`config.mk`:
```
export PLATFORM = sky130hd
export DESIGN_NAME = regfile_read_arbiter
export DESIGN_NICKNAME = d
export VERILOG_FILES = /design/src/rtl/regfile_read_arbiter.sv
export SDC_FILE = /design/constraint.sdc
export NUM_CORES = 1
export LEC_CHECK = 0
export ABC_AREA = 1
export CAP_MARGIN = 40
export CORE_MARGIN = 1.5
export CORE_UTILIZATION = 46
export CTS_CLUSTER_SIZE = 10
export DETAILED_ROUTE_END_ITERATION = 12
export HOLD_SLACK_MARGIN = 0.08
export PLACE_DENSITY = 0.95
export SLEW_MARGIN = 15
export SYNTH_ARGS = -nofsm -noshare
export SYNTH_HDL_FRONTEND = slang
export SYNTH_SLANG_ARGS = --single-unit
```
`constraint.sdc`:
```
create_clock -name clk_in -period 4.9 [get_ports clk_in]
set_input_delay 1.47 -clock clk_in [delete_from_list [all_inputs] [get_ports clk_in]]
set_output_delay 1.47 -clock clk_in [all_outputs]
set_load 0.005 [all_outputs]
```
`src/rtl/regfile_read_arbiter.sv`:
```
// regfile_read_arbiter
// Shares the register file's two combinational read ports among NUM_REQ
// issue-side requesters. One round-robin winner per cycle has its operand
// pair (value, dependency flag, ROB tag) captured into a single-entry
// response buffer with a valid/ready handshake. While the buffered response
// is stalled, its held register ids are re-read every cycle so a producer
// that commits during the stall is reflected as a resolved operand.
module regfile_read_arbiter #(
  parameter int NUM_REQ = 3,
  parameter int RID_W   = 2,
  parameter int ROB_W   = 4
) (
  input  logic                 clk_in,
  input  logic                 rst_in,
  input  logic                 rdy_in,
  input  logic                 flush_in,
  input  logic [NUM_REQ-1:0]   req_valid,
  input  logic [5*NUM_REQ-1:0] req_rs1,
  input  logic [5*NUM_REQ-1:0] req_rs2,
  output logic [NUM_REQ-1:0]   req_ready,
  output logic [4:0]           rf_get_id1,
  input  logic [31:0]          rf_get_val1,
  input  logic                 rf_get_has_dep1,
  input  logic [ROB_W-1:0]     rf_get_dep1,
  output logic [4:0]           rf_get_id2,
  input  logic [31:0]          rf_get_val2,
  input  logic                 rf_get_has_dep2,
  input  logic [ROB_W-1:0]     rf_get_dep2,
  output logic                 rsp_valid,
  input  logic                 rsp_ready,
  output logic [RID_W-1:0]     rsp_rid,
  output logic [31:0]          rsp_val1,
  output logic                 rsp_has_dep1,
  output logic [ROB_W-1:0]     rsp_dep1,
  output logic [31:0]          rsp_val2,
  output logic                 rsp_has_dep2,
  output logic [ROB_W-1:0]     rsp_dep2
);

  // Round-robin pointer: the requester index that has highest priority.
  logic [RID_W-1:0] ptr;
  // Register ids of the buffered response, used to refresh it while stalled.
  logic [4:0]       held_rs1;
  logic [4:0]       held_rs2;

  // Per-requester register ids unpacked from the flat request buses.
  logic [4:0] rs1_arr [NUM_REQ];
  logic [4:0] rs2_arr [NUM_REQ];

  for (genvar g = 0; g < NUM_REQ; g++) begin : g_unpack
    assign rs1_arr[g] = req_rs1[5*g +: 5];
    assign rs2_arr[g] = req_rs2[5*g +: 5];
  end

  logic             slot_free;
  logic             grant;
  logic             win_found;
  logic [RID_W-1:0] win_idx;
  logic [RID_W-1:0] ptr_nxt;
  logic             refresh;

  int               cand_i;
  logic [RID_W-1:0] cand;

  assign slot_free = !rsp_valid || rsp_ready;
  assign grant     = rdy_in && !flush_in && slot_free && win_found;
  assign refresh   = rdy_in && rsp_valid && !rsp_ready;
  assign ptr_nxt   = (win_idx == RID_W'(NUM_REQ - 1)) ? '0 : win_idx + 1'b1;

  // Find the first valid requester at or after ptr, wrapping modulo NUM_REQ.
  always_comb begin
    // NOTE: every variable assigned here gets a default first, so no path
    // leaves it unassigned and no latch is inferred.
    win_found = 1'b0;
    win_idx   = '0;
    cand_i    = 0;
    cand      = '0;
    for (int k = 0; k < NUM_REQ; k++) begin
      cand_i = int'(ptr) + k;
      if (cand_i >= NUM_REQ) cand_i = cand_i - NUM_REQ;
      cand = RID_W'(cand_i);
      if (!win_found && req_valid[cand]) begin
        win_found = 1'b1;
        win_idx   = cand;
      end
    end
  end

  // One-hot grant on the winner.
  always_comb begin
    req_ready = '0;
    if (grant) req_ready[win_idx] = 1'b1;
  end

  // Read port ids: the new winner first, else the stalled response's ids.
  always_comb begin
    rf_get_id1 = '0;
    rf_get_id2 = '0;
    if (grant) begin
      rf_get_id1 = rs1_arr[win_idx];
      rf_get_id2 = rs2_arr[win_idx];
    end else if (refresh) begin
      rf_get_id1 = held_rs1;
      rf_get_id2 = held_rs2;
    end
  end

  // x0 is hardwired zero with no dependency, whatever the ports report.
  logic [31:0]      val1_m, val2_m;
  logic             hd1_m, hd2_m;
  logic [ROB_W-1:0] dep1_m, dep2_m;

  // Mask port data for operand ids equal to x0.
  always_comb begin
    val1_m = rf_get_val1;
    hd1_m  = rf_get_has_dep1;
    dep1_m = rf_get_dep1;
    val2_m = rf_get_val2;
    hd2_m  = rf_get_has_dep2;
    dep2_m = rf_get_dep2;
    if (rf_get_id1 == 5'd0) begin
      val1_m = '0;
      hd1_m  = 1'b0;
      dep1_m = '0;
    end
    if (rf_get_id2 == 5'd0) begin
      val2_m = '0;
      hd2_m  = 1'b0;
      dep2_m = '0;
    end
  end

  // Response buffer, held ids and round-robin pointer; frozen while rdy_in is low.
  always_ff @(posedge clk_in or negedge rst_in) begin
    // NOTE: the response buffer is a handful of flops, not a memory array,
    // so every field is cleared by the asynchronous reset.
    if (!rst_in) begin
      rsp_valid    <= 1'b0;
      rsp_rid      <= '0;
      rsp_val1     <= '0;
      rsp_has_dep1 <= 1'b0;
      rsp_dep1     <= '0;
      rsp_val2     <= '0;
      rsp_has_dep2 <= 1'b0;
      rsp_dep2     <= '0;
      held_rs1     <= '0;
      held_rs2     <= '0;
      ptr          <= '0;
    end else if (rdy_in) begin
      // NOTE: non-blocking assignments keep every flop sampling pre-edge values.
      if (flush_in) begin
        rsp_valid <= 1'b0;
      end else if (grant) begin
        rsp_valid    <= 1'b1;
        rsp_rid      <= win_idx;
        held_rs1     <= rs1_arr[win_idx];
        held_rs2     <= rs2_arr[win_idx];
        rsp_val1     <= val1_m;
        rsp_has_dep1 <= hd1_m;
        rsp_dep1     <= dep1_m;
        rsp_val2     <= val2_m;
        rsp_has_dep2 <= hd2_m;
        rsp_dep2     <= dep2_m;
        ptr          <= ptr_nxt;
      end else if (rsp_valid && rsp_ready) begin
        rsp_valid <= 1'b0;
      end else if (rsp_valid) begin
        rsp_val1     <= val1_m;
        rsp_has_dep1 <= hd1_m;
        rsp_dep1     <= dep1_m;
        rsp_val2     <= val2_m;
        rsp_has_dep2 <= hd2_m;
        rsp_dep2     <= dep2_m;
      end
    end
  end

endmodule

```
==> results of run 1 <==
==> cell families (layout without fill, tap and decap cells) <==
family	count (synthesis)	after routing	share of synthesized area [%]
and+or+nand+nor	434	435	39.6
buffers and inverters	119	380	10.7
DFF	89	89	47.2
AOI/OAI and AO/OA	11	11	1.62
adders and majority gates	3	3	0.796
==> through the flow <==
step | std cells | worst slack [ns]
floorplan | 656 | 0.801
global placement | 1008 | -0.247
detailed placement | 1009 | -0.312
CTS | 1041 | -0.0145
global route | 1051 | -0.107
finish | 1051 | 0.0287
==> final timing paths <==
check / startpoint / end / slack [ns]
setup / recovery: req_valid[2] / rf_get_id1[3] / 0.03
hold / removal: rsp_val2[29]$_DFFE_PN0P_ / rsp_val2[29]$_DFFE_PN0P_ / 0.48
setup reg to reg: ptr[1]$_DFFE_PN0P_ / rsp_dep1[2]$_DFFE_PN0P_ / 0.54
hold reg to reg: rsp_val2[29]$_DFFE_PN0P_ / rsp_val2[29]$_DFFE_PN0P_ / 0.48
max in group asynchronous: rst_in / rsp_val1[17]$_DFFE_PN0P_ / 3.28
min in group asynchronous: rst_in / rsp_val2[21]$_DFFE_PN0P_ / 1.04
==> synth_stat cells (all sizes together) <==
cell type	instances
nand2	299
inv	94
nor2	90
dfrtp	89
nand3	40
clkbuf	17
buf	8
o21ai	5
nand4	4
ha	3
a21boi	2
o21bai	2
a21oi	1
nor3	1
o221ai	1
==> area by class of cell <==
type	count	area, um^2	share of cell area (%)
Sequential cell	89	2230	29.5
Multi-Input combinational cell	449	2060	27.3
Timing Repair Buffer	270	2570	34.0
Tap cell	133	166	2.20
Clock inverter	6	50.0	0.662
Inverter	94	355	4.70
Clock buffer	10	128	1.69
==> what timing repair did <==
item,in CTS,in global routing
hold endpoints to repair,0,0
gates cloned,0,1
pin swaps,8,8
buffers inserted,16,9
endpoints found under the setup margin,12,47
gates resized for setup,15,13
==> where the power goes <==
part | internal (mW) | switching [mW] | leakage [nW] | total (mW)
Combinational | 1.29 | 1.36 | 2.91 | 2.65
Sequential | 1.01 | 0.149 | 1.17 | 1.16
Clock | 0.192 | 0.278 | 0.0892 | 0.470
Total | 2.50 | 1.79 | 4.16 | 4.28
==> registers in the layout, summed over array words and instances, names as in the netlist <==
register and cells:
rsp_dep2 4, rsp_val1 32, rsp_rid 2, rsp_valid 1
ptr 2, rsp_val2 32, rsp_has_dep1 1, rsp_dep1 4
held_rs2 5, rsp_has_dep2 1, held_rs1 5
==> worst max-delay path, delay by kind of cell <==
kind,cells,cell delay [ns]
AO/OA/AOI/OAI,3,0.52
buffers and inverters,6,1.00
AND/OR/NAND/NOR,4,0.40
==> routing by layer <==
layer / share of wire [%] / up-vias / global-route usage, %
met1: 40 / 2304 / 29.3
met3: 6.9 / 30 / 5.51
met4: 2.2 / 0 / 8.53
met5: 0 / - / 0
met2: 51 / 203 / 42.6
li1: - / 2449 / -
==> results.md, run 1 <==
- Status: finished, final reports clean
- Post-Syn Nets: 771
- Top post-synthesis cells by area: dfrtp_1 (47%), nand2_1 (21%), inv_1 (7.2%)
- Vias: 4986
- Final Instance Area: about 7600 um^2
- Fillers: 670
- Slowest CP cell: clkdlybuf4s50_1
- Final Core Density: between 70% and 80%
- CTS H-tree depth: 3
- #FFs+latches synth: 89
- Total track usage: around a quarter
- Maximum clock path buffer count: 2
- Vias/cell: between 4 and 5
- Clk_skew: ~0.016 ns
- Pre-Repair DR Iteration Count: 5
- Die Span Y: 104 um
- CTS Root Cell: clkbuf_8
- Layout cells sized above 1: between 10% and 20%
- Clock sinks: just under 90
- Max-slew violations: 0
- Starting Density: between 40% and 50%
- CTS clk-pin slew, worst paths: roughly 0.090 ns
- Commonest cells after routing, fill and taps aside: nand2_1 (266), clkdlybuf4s50_1 (193), inv_1 (90)
- Worst EP arrival: roughly 3.4 ns
- Largest net degree at the start of global routing: 96
- Mapped Cells: between 600 and 700
- Max Clk Rate: about 210 MHz
- N_diodes: 0
- Worst R2R Path Depth: 31
- Core ar.: 9860 um^2
- CTS tree: built
- Synth top area share: a little under half
- Worst-path fanout max: 5
- Max_slew headroom: between 60% and 70%
- Fin. Hold Viols: 0
- Max_cap viols: 0
- Total power: around 4.3 mW
- GR Overflow Total: 0
- First-pass GRT wire length: 21500 um
- Die X: approximately 100 um
- Initial antenna violation count: 0
- Worst setup SP type: input pin
- Tcrit/Tclk final: between 90% and 100%
- Power Density: 567 nW/um^2
- Setup CP Type: input pin to output port
- Synthesized area per cell: between 7 and 8 um^2
- Synthesized area: 4720 um^2
- Post-Route Setup TNS: 0 ns
- I/O pins: 202
- GPL Wtd Cong: a little under 0.9
- 1st-iter DRT viols: 308
- Worst Tran Pin Value: ~0.50 ns
- Hold slack final: about 0.48 ns
- Worst hold path type: flop to flop
- Synth Warn #: 0
- DRC viols: 0
- Hold buffers post-CTS: 0
- Final ANT Viol Nets: 0
- Clk_lat worst skew: 0.34 ns
- Placed instance area: a little over 7000 um^2
- Fin nets: between 1k and 1.5k
- Maximum VDD drop: about 0.00078 V
- Wire per inst: 13.4 um
- Post-synthesis sequential area ratio: between 40% and 50%
- Buffers added on ports: approximately 200
- LEAKAGE: approximately 4.2 nW
- Vias in the first global route: about 4.7k
- Area grow syn2layout: 60.3%
- Commonest non-fill, non-tap cell in the layout: nand2_1
- Die area: approximately 11000 um^2
- Dpl hpwl: approximately 9600 um
- Worst Setup End Kind: output port
- Final WL: 14100 um
- Post-layout min period: about 4.9 ns
- CP peak stage delay: 0.44 ns
- Hold depth: 2
- CTS Buf Count: 9
- CP required: between 3 and 4 ns
- Std-Cell Rows: 36
- Post-synth top area cell: dfrtp_1
- Synth cell types: 26
- RSZ-0062 raised after global routing: true
- Critical Path, Cell by Cell: clkbuf_2 -> inv_1 -> o21ai_1 -> nand2_1 -> a21boi_2 -> buf_4 -> nand2_2 -> buf_4 -> nand3_1 -> nand3_2 -> a21boi_2 -> inv_1 -> clkdlybuf4s50_1
- Setup-failing EPs final: 0
(Power assumes the default switching activity.)
==> run 2, diff against run 1 <==
GPL_TIMING_DRIVEN = 0   (was not set)
==> results.md, run 2 (synthesized netlist as in run 1, its figures left out) <==
- CTS Buf Count: 9 (unchanged)
- Worst reg2reg path endpoint: rsp_val2[25]$_DFFE_PN0P_ (was rsp_dep1[2]$_DFFE_PN0P_)
- Fin nets: 1002 (was 1028)
- N_diodes: 0 (unchanged)
- Total track usage: 25.9% (was 24.3%)
- Post-layout min period: 4.92 ns (was 4.87 ns)
- Top flop regs: rsp_val1: 32 flops, rsp_val2: 32 flops (unchanged)
- CTS clk-pin slew, worst paths: 0.08 ns (was 0.09 ns)
- Status: complete, but fails checks (was finished, final reports clean)
- Slowest CP cell: clkdlybuf4s50_1 (unchanged)
- Starting Density: 47.8% (unchanged)
- Commonest non-fill, non-tap cell in the layout: nand2_1 (unchanged)
- Initial antenna violation count: 0 (unchanged)
- Buffers added on ports: 201 (unchanged)
- Maximum clock path buffer count: 2 (unchanged)
- Vias: 4913 (was 4986)
- Critical Path, Cell by Cell: dlygate4sd2_1 -> nand2_2 -> nand2_2 -> nand2_1 -> nand2_2 -> nor2_4 -> nand3_2 -> nand2_4 -> buf_8 -> nand3_1 -> nand3_2 -> a21boi_2 -> inv_1 -> clkdlybuf4s50_1 (was clkbuf_2 -> inv_1 -> o21ai_1 -> nand2_1 -> a21boi_2 -> buf_4 -> nand2_2 -> buf_4 -> nand3_1 -> nand3_2 -> a21boi_2 -> inv_1 -> clkdlybuf4s50_1)
- Pre-Repair DR Iteration Count: 5 (unchanged)
- Total power: 4.22 mW (was 4.28 mW)
- Crit-path leading delay family: buffers and inverters (unchanged)
- Comb pwr share: 59.9% (was 61.9%)
- Clock sinks: 89 (unchanged)
- Largest net degree at the start of global routing: 57 (was 96)
- Max_cap viols: 0 (unchanged)
- Final Core Density: 74.4% (was 76.6%)
- Clk_skew: 0.00909 ns (was 0.0163 ns)
- Max-slew violations: 0 (unchanged)
- Clk_lat worst skew: 0.34 ns (about the same)
- Post-Route Setup TNS: -0.0150 ns (was 0 ns)
- Hold buffers post-CTS: 0 (unchanged)
- 1st-iter DRT viols: 247 (was 308)
- GPL Wtd Cong: 0.873 (was 0.864)
- Fin. Hold Viols: 0 (unchanged)
- Maximum VDD drop: 0.000419 V (was 0.000784 V)
- Max Clk Rate: 203 MHz (was 205 MHz)
- Worst R2R Start: ptr[0]$_DFFE_PN0P_ (was ptr[1]$_DFFE_PN0P_)
- Vias in the first global route: 4710 (was 4663)
- Die X: 104 um (unchanged)
- Wire per inst: 14.0 um (was 13.4 um)
- Commonest cells after routing, fill and taps aside: nand2_1 (266), clkdlybuf4s50_1 (188), inv_1 (90) (was nand2_1 (266), clkdlybuf4s50_1 (193), inv_1 (90))
- Setup crit end: rf_get_id1[3] (unchanged)
- CP dominant cell by count: nand2_2
- Setup-failing EPs final: 1 (was 0)
- Cell Int Power: 2.45 mW (was 2.50 mW)
- Vias/cell: 4.80 (was 4.74)
- Worst Setup End Kind: output port (unchanged)
- GR Overflow Total: 0 (unchanged)
- Power share of the clock group: 12.4% (was 11.0%)
- Net Sw Frac: 42.0% (was 41.7%)
- Tcrit/Tclk final: 100% (was 99.4%)
- Area grow syn2layout: 55.5% (was 60.3%)
- CTS Root Cell: clkbuf_8 (unchanged)
- Worst R2R Setup Slack: 1.91 ns (was 0.54 ns)
- Worst Tran Pin Value: 0.590 ns (was 0.499 ns)
- Layout cells sized above 1: 12.9% (was 16.8%)
- Post-route setup slack: -0.0150 ns (was 0.0287 ns)
- Worst setup SP type: input pin (unchanged)
- LEAKAGE: 4.02 nW (was 4.16 nW)
- Core ar.: 9860 um^2 (unchanged)
- Final WL: 14300 um (was 14100 um)
- I/O pins: 202 (unchanged)
- Crit path launch: req_valid[0] (was req_valid[2])
- Final ANT Viol Nets: 0 (unchanged)
- Critical path depth: 14 (was 13)
- First-pass GRT wire length: 22500 um (was 21500 um)
- Worst R2R Path Depth: 20 (was 31)
- CP peak stage delay: 0.49 ns (was 0.44 ns)
- CTS tree: built (unchanged)
- Hold slack final: 0.485 ns (was 0.483 ns)
- P_sw: 1.77 mW (was 1.79 mW)
- Sequential Power Share: 27.7% (was 27.1%)
- CP required: 3.43 ns (about the same)
- Dpl hpwl: 10200 um (was 9600 um)
- Worst hold path type: flop to flop (unchanged)
- CTS H-tree depth: 3 (unchanged)
- Worst EP arrival: 3.45 ns (was 3.40 ns)
- Power Density: 576 nW/um^2 (was 567 nW/um^2)
- DRC viols: 0 (unchanged)
- RSZ-0062 raised after global routing: true (unchanged)
- Die area: 10900 um^2 (unchanged)
- Worst-path fanout max: 10 (was 5)
- Failing checks: setup timing
- Std-Cell Rows: 36 (unchanged)
- Max_slew headroom: 60.7% (was 66.6%)
- Worst Path Buf+Inv: 4 (was 6)
- Die Span Y: 104 um (unchanged)
- Setup CP Type: input pin to output port (unchanged)
run 2: changes by cell type in the layout (fill, tap and decap cells not counted), sizes merged:
| cell | before | now |
|---|---|---|
| bufinv | 0 | 1 |
| nand3 | 41 | 40 |
| dlygate4sd2 | 2 | 6 |
| dlymetal6s2s | 2 | 3 |
| clkbuf | 13 | 30 |
| inv | 97 | 95 |
| buf | 70 | 28 |
| clkdlybuf4s50 | 193 | 188 |
run 2: power groups by stage:
stage	clock, mW	combinational [mW]	sequential [mW]
after global routing	0.567	2.74	1.20
after floorplan	0	1.28	1.18
after detailed placement	0	2.29	1.18
after global placement	0	2.24	1.17
final	0.523	2.53	1.17
after CTS	0.528	2.40	1.17
run 2: worst min-delay path by stage:
stage / startpoint / endpoint / slack [ns] / depth (start not counted)
floorplan: held_rs1[3]$_DFFE_PN0P_ / held_rs1[3]$_DFFE_PN0P_ / 0.45 / 2
global placement: rsp_val1[17]$_DFFE_PN0P_ / rsp_val1[17]$_DFFE_PN0P_ / 0.46 / 2
detailed placement: rsp_dep1[1]$_DFFE_PN0P_ / rsp_dep1[1]$_DFFE_PN0P_ / 0.46 / 2
CTS: rsp_dep1[1]$_DFFE_PN0P_ / rsp_dep1[1]$_DFFE_PN0P_ / 0.49 / 2
global route: rsp_val2[21]$_DFFE_PN0P_ / rsp_val2[21]$_DFFE_PN0P_ / 0.51 / 2
finish: rsp_val2[14]$_DFFE_PN0P_ / rsp_val2[14]$_DFFE_PN0P_ / 0.49 / 2
run 2: worst reg2reg max path: stages (launching register included):
cell and delay [ns]:
dfrtp_1 0.36, inv_1 0.07, ha_1 0.34, inv_1 0.18
nand2_1 0.10, nand2_2 0.15, nand3_2 0.13, nand2_2 0.09
nand2_4 0.10, nand2_2 0.11, nor2_4 0.04, buf_4 0.13
buf_6 0.11, buf_4 0.13, nand2_1 0.08, nand3_2 0.10
nor2_2 0.15, nand3_4 0.18, buf_6 0.20, nand2_1 0.05
nand2_1 0.06
run 2: timing repair:
item                                    4_1_cts  5_1_grt
endpoints found under the setup margin       13        6
pin swaps                                     7        7
resized for setup                            20       18
hold endpoints to repair                      0        0
setup buffers                                12        6
run 2: area by class of cell:
type / instances / area (um^2)
plain buffers: 25 / 158
clock buffers: 10 / 138
clock inverters: 5 / 63.8
fillers: 726 / 2530
inverters: 94 / 353
multi-input cells: 448 / 2060
flip-flops and latches: 89 / 2230
well taps: 133 / 166
repair buffers: 220 / 2170
run 2: routing by layer:
layer	vias to the layer above	routed length, um	track usage, %
li1	2386	-	-
met1	2302	5970	31.8
met2	193	7130	45.3
met3	32	826	5.20
met4	0	365	8.83
met5	-	0	0
run 2: metrics by stage:
stage          std cells  cell area [um^2]  worst slack, ns
4_1_cts             1018              7240         -0.00792
2_1_floorplan        656              4720            0.801
5_1_grt             1024              7330           -0.142
6_report            1024              7330          -0.0150
3_3_place_gp         990              6890           -0.896
3_5_place_dp         991              6920           -0.515
==> run 3, diff against run 2 <==
ABC_AREA = not set   (was 1)
PLACE_DENSITY = 0.84   (was 0.95)
==> results.md, run 3 <==
- Top post-synthesis cells by area: dfrtp_1 (47%), mux2i_1 (16%), a31oi_1 (9.9%) (was dfrtp_1 (47%), nand2_1 (21%), inv_1 (7.2%))
- Cell Int Power: 2.64 mW (was 2.45 mW)
- Most frequent cell after synthesis: dfrtp_1 (was nand2_1)
- N_diodes: 0 (unchanged)
- Final WL: 15100 um (was 14300 um)
- Post-synth EDFFs: 0 (unchanged)
- CTS H-tree depth: 3 (unchanged)
- Worst Setup End Kind: output port (unchanged)
- Total power: 4.29 mW (was 4.22 mW)
- Mapped Cells: 418 (was 656)
- Final ANT Viol Nets: 0 (unchanged)
- Max_slew headroom: 47.9% (was 60.7%)
- Largest net degree at the start of global routing: 53 (was 57)
- Worst setup SP type: input pin (unchanged)
- Synth cell types: 57 (was 26)
- Setup CP Type: input pin to output port (unchanged)
- LEAKAGE: 3.18 nW (was 4.02 nW)
- Final Core Density: 75.5% (was 74.4%)
- CTS Root Cell: clkbuf_8 (unchanged)
- Comb pwr share: 58.5% (was 59.9%)
- Clk_lat worst skew: 0.34 ns (about the same)
- Setup-failing EPs final: 0 (was 1)
- Initial antenna violation count: 0 (unchanged)
- Buffers added on ports: 201 (unchanged)
- Post-synth top flop: dfrtp_1 (unchanged)
- Commonest non-fill, non-tap cell in the layout: clkdlybuf4s50_1 (was nand2_1)
- Post-synth top area cell: dfrtp_1 (unchanged)
- Vias in the first global route: 4710 (unchanged)
- #FFs+latches synth: 89 (unchanged)
- Vias/cell: 5.68 (was 4.80)
- Commonest cells post-synth: dfrtp_1 (89), mux2i_1 (75), a31oi_1 (74) (was nand2_1 (268), inv_1 (90), dfrtp_1 (89))
- Power share of the clock group: 11.0% (was 12.4%)
- Fin. Hold Viols: 0 (unchanged)
- Post-layout min period: 4.85 ns (was 4.92 ns)
- Area grow syn2layout: 58.0% (was 55.5%)
- Hold slack final: 0.496 ns (was 0.485 ns)
- Std-Cell Rows: 36 (unchanged)
- Tcrit/Tclk final: 99.0% (was 100%)
- Synth async-reset ratio: 100% (unchanged)
- Die X: 104 um (about the same)
- Synthesized area per cell: 11.2 um^2 (was 7.19 um^2)
- Top flop regs: rsp_val1: 32 flops, rsp_val2: 32 flops (unchanged)
- Worst-path fanout max: 9 (was 10)
- Status: finished, final reports clean (was complete, but fails checks)
- RSZ-0062 raised after global routing: false (was true)
- P_sw: 1.65 mW (was 1.77 mW)
- Die area: 10800 um^2 (was 10900 um^2)
- Net Sw Frac: 38.5% (was 42.0%)
- Max-slew violations: 0 (unchanged)
- CTS tree: built (unchanged)
- Power Density: 579 nW/um^2 (was 576 nW/um^2)
- Synth Warn #: 0 (unchanged)
- I/O pins: 202 (unchanged)
- GPL Wtd Cong: 0.890 (was 0.873)
- Synth top area share: 47.5% (was 47.2%)
- Synthesized area: 4690 um^2 (was 4720 um^2)
- Clk_skew: 0.00872 ns (was 0.00909 ns)
- First-pass GRT wire length: 24200 um (was 22500 um)
- Max Clk Rate: 206 MHz (was 203 MHz)
- Wire per inst: 18.8 um (was 14.0 um)
- 1st-iter DRT viols: 228 (was 247)
- Clock sinks: 89 (unchanged)
- Worst EP arrival: 3.38 ns (was 3.45 ns)
- CP peak stage delay: 0.31 ns (was 0.49 ns)
- Maximum VDD drop: 0.000347 V (was 0.000419 V)
- CTS Buf Count: 9 (unchanged)
- Slowest CP cell: mux2_4 (was clkdlybuf4s50_1)
- Layout cells sized above 1: 16.3% (was 12.9%)
- Core ar.: 9820 um^2 (was 9860 um^2)
- Maximum clock path buffer count: 2 (unchanged)
- Commonest cells after routing, fill and taps aside: clkdlybuf4s50_1 (185), dfrtp_1 (89), mux2i_1 (75) (was nand2_1 (266), clkdlybuf4s50_1 (188), inv_1 (90))
- Worst hold path type: flop to flop (unchanged)
- CP dominant cell by count: mux2_4 (was nand2_2)
- Pre-Repair DR Iteration Count: 4 (was 5)
- Sequential Power Share: 30.5% (was 27.7%)
- Total track usage: 27.6% (was 25.9%)
- Post-Syn Nets: 533 (was 771)
- Worst Tran Pin Value: 0.781 ns (was 0.590 ns)
- Max_cap viols: 0 (unchanged)
- Dpl hpwl: 10800 um (was 10200 um)
- Die Span Y: 104 um (about the same)
- CTS clk-pin slew, worst paths: 0.10 ns (was 0.08 ns)
- Starting Density: 47.8% (about the same)
- Critical Path, Cell by Cell: clkbuf_4 -> mux2_4 -> nand2_4 -> nand4_4 -> o21a_1 -> buf_6 -> mux2_4 -> a22o_1 -> a21o_1 -> dlygate4sd2_1 (was dlygate4sd2_1 -> nand2_2 -> nand2_2 -> nand2_1 -> nand2_2 -> nor2_4 -> nand3_2 -> nand2_4 -> buf_8 -> nand3_1 -> nand3_2 -> a21boi_2 -> inv_1 -> clkdlybuf4s50_1)
- Vias: 4552 (was 4913)
- Fin nets: 778 (was 1002)
- DRC viols: 0 (unchanged)
- Post-synthesis sequential area ratio: 47.5% (was 47.2%)
- GR Overflow Total: 0 (unchanged)
- CP required: 3.43 ns (about the same)
[run 3: layout make-up]
class | count | area (um^2)
inverters | 9 | 36.3
multi-input cells | 281 | 2260
repair buffers | 235 | 2270
plain buffers | 38 | 278
flip-flops and latches | 89 | 2230
well taps | 133 | 166
clock inverters | 5 | 40.0
fillers | 708 | 2410
clock buffers | 11 | 131
[run 3: what timing repair did]
action	in CTS	in global routing
endpoints found under the setup margin	13	5
hold buffers	0	0
resized for setup	53	4
setup buffers	32	1
pin swaps	11	4
[run 3: final timing paths]
kind	start	endpoint	slack (ns)	cells after the start
max	req_valid[2]	rf_get_id2[4]	0.05	10
max reg2reg	ptr[0]$_DFFE_PN0P_	rsp_val2[31]$_DFFE_PN0P_	1.01	22
min reg2reg	held_rs1[2]$_DFFE_PN0P_	held_rs1[2]$_DFFE_PN0P_	0.50	2
min in group asynchronous	rst_in	rsp_val1[8]$_DFFE_PN0P_	1.08	1
max in group asynchronous	rst_in	rsp_val2[3]$_DFFE_PN0P_	3.19	2
min	held_rs1[2]$_DFFE_PN0P_	held_rs1[2]$_DFFE_PN0P_	0.50	2
[run 3: cell families after synthesis]
kind of cell    count (synthesis)  synth area share (%)
mux                            79                  17.2
fa+ha+maj                       3                 0.801
simple gates                   71                  8.70
buf+inv                        48                  6.24
compound gates                128                  19.6
flops                          89                  47.5
[run 3: power by group through the flow]
| stage | Sequential (mW) | Combinational [mW] | Clock, mW |
|---|---|---|---|
| floorplan | 1.32 | 1.18 | 0 |
| global placement | 1.31 | 2.26 | 0 |
| detailed placement | 1.32 | 2.34 | 0 |
| CTS | 1.31 | 2.47 | 0.469 |
| global route | 1.35 | 2.69 | 0.510 |
| finish | 1.31 | 2.51 | 0.471 |
[run 3: worst max-delay path, delay by kind of cell]
kind | cells | cell delay, ns
muxes | 2 | 0.60
buffers and inverters | 3 | 0.57
AOI/OAI and AO/OA | 3 | 0.55
and+or+nand+nor | 2 | 0.19
[run 3: metal layers]
layer / vias to the layer above / wire length [um] / GRT usage, % / share of wire [%]
met3: 32 / 1000 / 6.27 / 6.6
met1: 2219 / 6340 / 35.3 / 42
li1: 2077 / - / - / -
met5: - / 0 / 0 / 0
met4: 0 / 382 / 9.23 / 2.5
met2: 224 / 7360 / 46.4 / 49
[run 3: per-stage QoR]
| step | std cells | setup slack, ns | setup TNS [ns] | area, um^2 |
|---|---|---|---|---|
| floorplan | 418 | 0.252 | 0 | 4690 |
| CTS | 800 | 0.00689 | 0 | 7390 |
| detailed placement | 753 | -1.16 | -9.39 | 6890 |
| global route | 801 | 0.000931 | 0 | 7410 |
| finish | 801 | 0.0501 | 0 | 7410 |
| global placement | 752 | -1.11 | -71.47 | 6870 |
